===== src/rtl/sram_port_arbiter.sv =====
// sram_port_arbiter: two-requester front end for a 512x8 single-port SRAM macro
// (active-low CEN/GWEN/WEN). One access is issued per cycle through registered
// macro pins. Read data returns to the issuing requester 3 cycles after acceptance.
// Build option: define SRAM_ARB_RR_EN for round-robin arbitration. When it is
// undefined, r0 has fixed priority over r1.
module sram_port_arbiter #(
    parameter int AW = 9,
    parameter int DW = 8
) (
    input  logic          clk,
    input  logic          rst,
    input  logic          r0_req,
    input  logic          r1_req,
    input  logic          r0_we,
    input  logic          r1_we,
    input  logic [AW-1:0] r0_addr,
    input  logic [AW-1:0] r1_addr,
    input  logic [DW-1:0] r0_wdata,
    input  logic [DW-1:0] r1_wdata,
    output logic          r0_gnt,
    output logic          r1_gnt,
    output logic          r0_rvalid,
    output logic          r1_rvalid,
    output logic [DW-1:0] r0_rdata,
    output logic [DW-1:0] r1_rdata,
    output logic          sram_cen,
    output logic          sram_gwen,
    output logic [DW-1:0] sram_wen,
    output logic [AW-1:0] sram_a,
    output logic [DW-1:0] sram_d,
    input  logic [DW-1:0] sram_q
);

    // Requester identity carried alongside each access.
    typedef enum logic {
        REQ_R0 = 1'b0,
        REQ_R1 = 1'b1
    } req_id_t;

    // Read-return tag: one per pipeline stage.
    typedef struct packed {
        logic    valid;
        req_id_t id;
    } tag_t;

    logic          win_valid;
    req_id_t       win_id;
    logic          win_we;
    logic [AW-1:0] win_addr;
    logic [DW-1:0] win_wdata;

    tag_t          tag_issue;
    tag_t          tag_capture;

`ifdef SRAM_ARB_RR_EN
    req_id_t       last_gnt;

    // Remember the most recent winner. Reset makes r1 "last", so r0 wins first.
    always_ff @(posedge clk or posedge rst) begin
        if (rst) begin
            last_gnt <= REQ_R1;
        end else if (r0_gnt) begin
            last_gnt <= REQ_R0;
        end else if (r1_gnt) begin
            last_gnt <= REQ_R1;
        end
    end

    // Round-robin grant: on contention the requester not granted last wins.
    always_comb begin
        r0_gnt = 1'b0;
        r1_gnt = 1'b0;
        if (r0_req && r1_req) begin
            if (last_gnt == REQ_R1) begin
                r0_gnt = 1'b1;
            end else begin
                r1_gnt = 1'b1;
            end
        end else begin
            r0_gnt = r0_req;
            r1_gnt = r1_req;
        end
    end
`else
    // Fixed-priority grant: r0 always wins, and r1 only uses idle r0 cycles.
    always_comb begin
        r0_gnt = r0_req;
        r1_gnt = r1_req & ~r0_req;
    end
`endif

    // Select the winning requester's command fields.
    always_comb begin
        win_valid = r0_gnt | r1_gnt;
        win_id    = REQ_R0;
        win_we    = r0_we;
        win_addr  = r0_addr;
        win_wdata = r0_wdata;
        if (r1_gnt) begin
            win_id    = REQ_R1;
            win_we    = r1_we;
            win_addr  = r1_addr;
            win_wdata = r1_wdata;
        end
    end

    // Macro command register. In idle cycles the address and data pins hold.
    always_ff @(posedge clk or posedge rst) begin
        if (rst) begin
            sram_cen  <= 1'b1;
            sram_gwen <= 1'b1;
            sram_wen  <= '1;
            sram_a    <= '0;
            sram_d    <= '0;
        end else if (win_valid) begin
            sram_cen  <= 1'b0;
            sram_gwen <= ~win_we;
            sram_wen  <= win_we ? '0 : '1;
            sram_a    <= win_addr;
            sram_d    <= win_wdata;
        end else begin
            sram_cen  <= 1'b1;
            sram_gwen <= 1'b1;
            sram_wen  <= '1;
        end
    end

    // Two-stage read tag pipeline. Issue follows the pin register, and capture
    // follows the macro's sampling edge. Writes never enter the pipeline.
    always_ff @(posedge clk or posedge rst) begin
        if (rst) begin
            tag_issue   <= '0;
            tag_capture <= '0;
        end else begin
            tag_issue.valid <= win_valid & ~win_we;
            tag_issue.id    <= win_id;
            tag_capture     <= tag_issue;
        end
    end

    // Route macro Q to the tagged requester and pulse its rvalid for one cycle.
    always_ff @(posedge clk or posedge rst) begin
        if (rst) begin
            r0_rvalid <= 1'b0;
            r1_rvalid <= 1'b0;
            r0_rdata  <= '0;
            r1_rdata  <= '0;
        end else begin
            r0_rvalid <= tag_capture.valid && (tag_capture.id == REQ_R0);
            r1_rvalid <= tag_capture.valid && (tag_capture.id == REQ_R1);
            if (tag_capture.valid && (tag_capture.id == REQ_R0)) begin
                r0_rdata <= sram_q;
            end
            if (tag_capture.valid && (tag_capture.id == REQ_R1)) begin
                r1_rdata <= sram_q;
            end
        end
    end

endmodule


===== config.mk =====
export PLATFORM = sky130hd
export DESIGN_NAME = sram_port_arbiter
export DESIGN_NICKNAME = d
export VERILOG_FILES = /design/src/rtl/sram_port_arbiter.sv
export SDC_FILE = /design/constraint.sdc
export NUM_CORES = 1
export LEC_CHECK = 0
export CORE_MARGIN = 5
export CORE_UTILIZATION = 40
export CTS_BUF_LIST = sky130_fd_sc_hd__clkbuf_8
export DETAILED_ROUTE_END_ITERATION = 7
export GPL_TIMING_DRIVEN = 0
export PLACE_DENSITY = 0.91
export REMOVE_ABC_BUFFERS = 1
export SLEW_MARGIN = 20
export SYNTH_ARGS = -nofsm -noshare
export SYNTH_HDL_FRONTEND = slang
export SYNTH_SLANG_ARGS = --single-unit

===== constraint.sdc =====
create_clock -name clk -period 1.3 [get_ports clk]
set_input_delay 0.195 -clock clk [delete_from_list [all_inputs] [get_ports clk]]
set_output_delay 0.195 -clock clk [all_outputs]
set_load 0.02 [all_outputs]

==> results.tsv <==
metric	value	unit
yosys-top-cells-count	dfrtp_1, mux2i_1, nand2_1, buf_4, o21ai_1	
drt_iter0_markers	19	
p_per_area	1300	mW/mm^2
cpMaxStageDelayCell	dfstp_2	
power_frac_clock	29.9	%
first_pass_iters	4	
muxShareOfSynthArea	21.7	%
rsz0062_at_grt	true	
finalPower	3490	uW
crit_arrival	1060	ps
clockRootBuffer	clkbuf_8	
synth-simple-area-share	5.49	%
antenna_left	0	
core_area	0.00429	mm^2
min_period_over_period	96.4	%
slew_violations	0	
grt_use_total	14.1	%
wire_per_inst	14.5	um
fmax	0.798	GHz
hold_violations	0	
ys_ff_latch	41	
start_util	40.9	%
antenna_found_initial	0	
worst_pin_slew	404	ps
fp.dieArea	0.00581	mm^2
endpoint_kind	output port	
sequentialPowerShare	43.8	%
reg2reg_to	r1_rdata[7]	
via_per_inst	4.72	
die_x	76.2	um
slowest_delay	590	ps
h-tree-depth	2	
skew	1.78	ps
start_kind	flip-flop	
max-vdd-ir-drop	0.826	mV
first_global_vias	1318	
wirelength	3960	um
avgSynthCellArea	13.0	um^2
fin_util	62.6	%
ioPinCount	95	
dp_hpwl	3050	um
maxCapViolations	0	
critPathKind	flip-flop to output port	
clkTransAtPathRegs	80	ps
wl_met3	521	um
synth_top_area_cell	dfrtp_1	
place.gp.congestion	0.700	
wl_met1	1530	um
met2_length	1850	um
cts_tree	done	
seq_area_frac_synth	58.6	%
drive_gt1_share	19.4	%
yosysMostFrequentCell	dfrtp_1	
setup_viol	0	
cts_buffers	5	
fin_nets	269	
clock_latency	290	ps
switching_share	27.5	%
place.port_buffers	94	
ys.flop_type	dfrtp_1	
cts_hold_buf	0	
min_path_type	primary input to async pin	
synth-adder-area-share	0	%
yosysTopAreaCellShare	55.6	%
slew_headroom	73.0	%
status	complete, no violations	
worstPathRequired	1110	ps
grt_first_pass_wirelength	6520	um
critPathBufInv	1	
postSynthCellCount	135	
r2r_slack	200	ps
period_needed	1250	ps
yosys_warnings	0	
overflow	0	
r2r-start	tag_capture[1]	
vias	1292	
cellLeakagePower	0.00131	uW
critPathTopFamily	flip-flops	
die_h	76.2	um
insertedDiodeCount	0	
ff2ff_path_depth	2	
critical_path.max_fanout	9	
fin_ws	47.2	ps
row_count	24	
syn-cell-area	0.00175	mm^2
ys_types	20	
ctsResizeCount	89	
post_cts_buffers	0	
switchingPower	961	uW
route.detailed.drc	0	
maxUsedRoutingLayer	met4	
synthArstFlopShare	100	%
dp_slack	-1320	ps
grt_max_degree	40	
crit_chain	buf_2	
synth_area_leaders	dfrtp_1, mux2i_1, mux2_4	
synth_edf_count	0	
cts_max_path_buffers	2	
area_growth	53.4	%
synthXorXnorAreaFrac	0	%
pwr-share-comb	26.3	%
synth_top_family_by_area	multiplexers	
clock-sinks	41	
synth_compound_area_share	5.78	%
intPower	2530	uW
registers in the layout (all words and copies together), names as in the netlist, 2 cells and up:
name and count:
sram_d 8, tag_capture 2, tag_issue 2, sram_a 9, r0_rdata 8, r1_rdata 8
kinds of logic (layout without fill, tap and decap cells):
group	after synthesis	after routing
AO/OA/AOI/OAI	19	19
multiplexers	33	33
buffers and inverters	21	108
AND/OR/NAND/NOR	21	21
flip-flops	41	41
power groups by stage:
stage          Sequential, uW  Combinational [uW]  Clock (uW)
5_1_grt                  1550                 986        1150
3_5_place_dp             1560                1070           0
3_3_place_gp             1550                1040           0
6_report                 1530                 919        1040
2_1_floorplan            1780                 236           0
4_1_cts                  1530                 935        1090
area by class of cell:
cell class	instances	area [um^2]
Clock buffer	6	82.6
Clock inverter	2	37.5
Fill cell	349	1600
Inverter	5	18.8
Multi-Input combinational cell	73	578
Sequential cell	41	1030
Tap cell	52	65.1
Timing Repair Buffer	95	880
worst max-delay path by stage:
stage | cells past startpoint | from | end
CTS | 1 | sram_wen[6] | sram_wen[0]
floorplan | 0 | sram_wen[6] | sram_gwen
finish | 1 | sram_wen[6] | sram_wen[6]
detailed placement | 3 | r1_req | r1_gnt
global placement | 3 | r1_req | r1_gnt
global route | 1 | sram_wen[6] | sram_wen[6]
metrics by stage:
stage,instances,hold WS (ps),cell area (um^2),TNS [ps]
3_5_place_dp,266,335,2660,-16610
4_1_cts,274,195,2690,0
3_3_place_gp,265,332,2630,-43690
2_1_floorplan,119,222,1630,0
6_report,274,211,2690,0
5_1_grt,274,218,2690,-256
routing by layer:
metal	vias up	GRT usage, %
li1	616	-
met1	598	16.0
met2	73	21.6
met3	5	8.27
met4	0	5.77
met5	-	0
placed cells by master (no fill, tap or decap), types with 2 or more instances in the layout:
cell	Yosys	routed
o21ai_1	9	9
dfstp_2	2	2
dfrtp_1	39	39
inv_1	5	4
buf_4	9	2
mux2_2	8	8
nand2_1	17	17
buf_2	3	8
clkbuf_8	0	6
mux2_4	8	8
o21ai_0	8	8
clkdlybuf4s50_1	0	45
dlygate4sd2_1	0	37
mux2i_1	17	17
(Power assumes the default switching activity.)
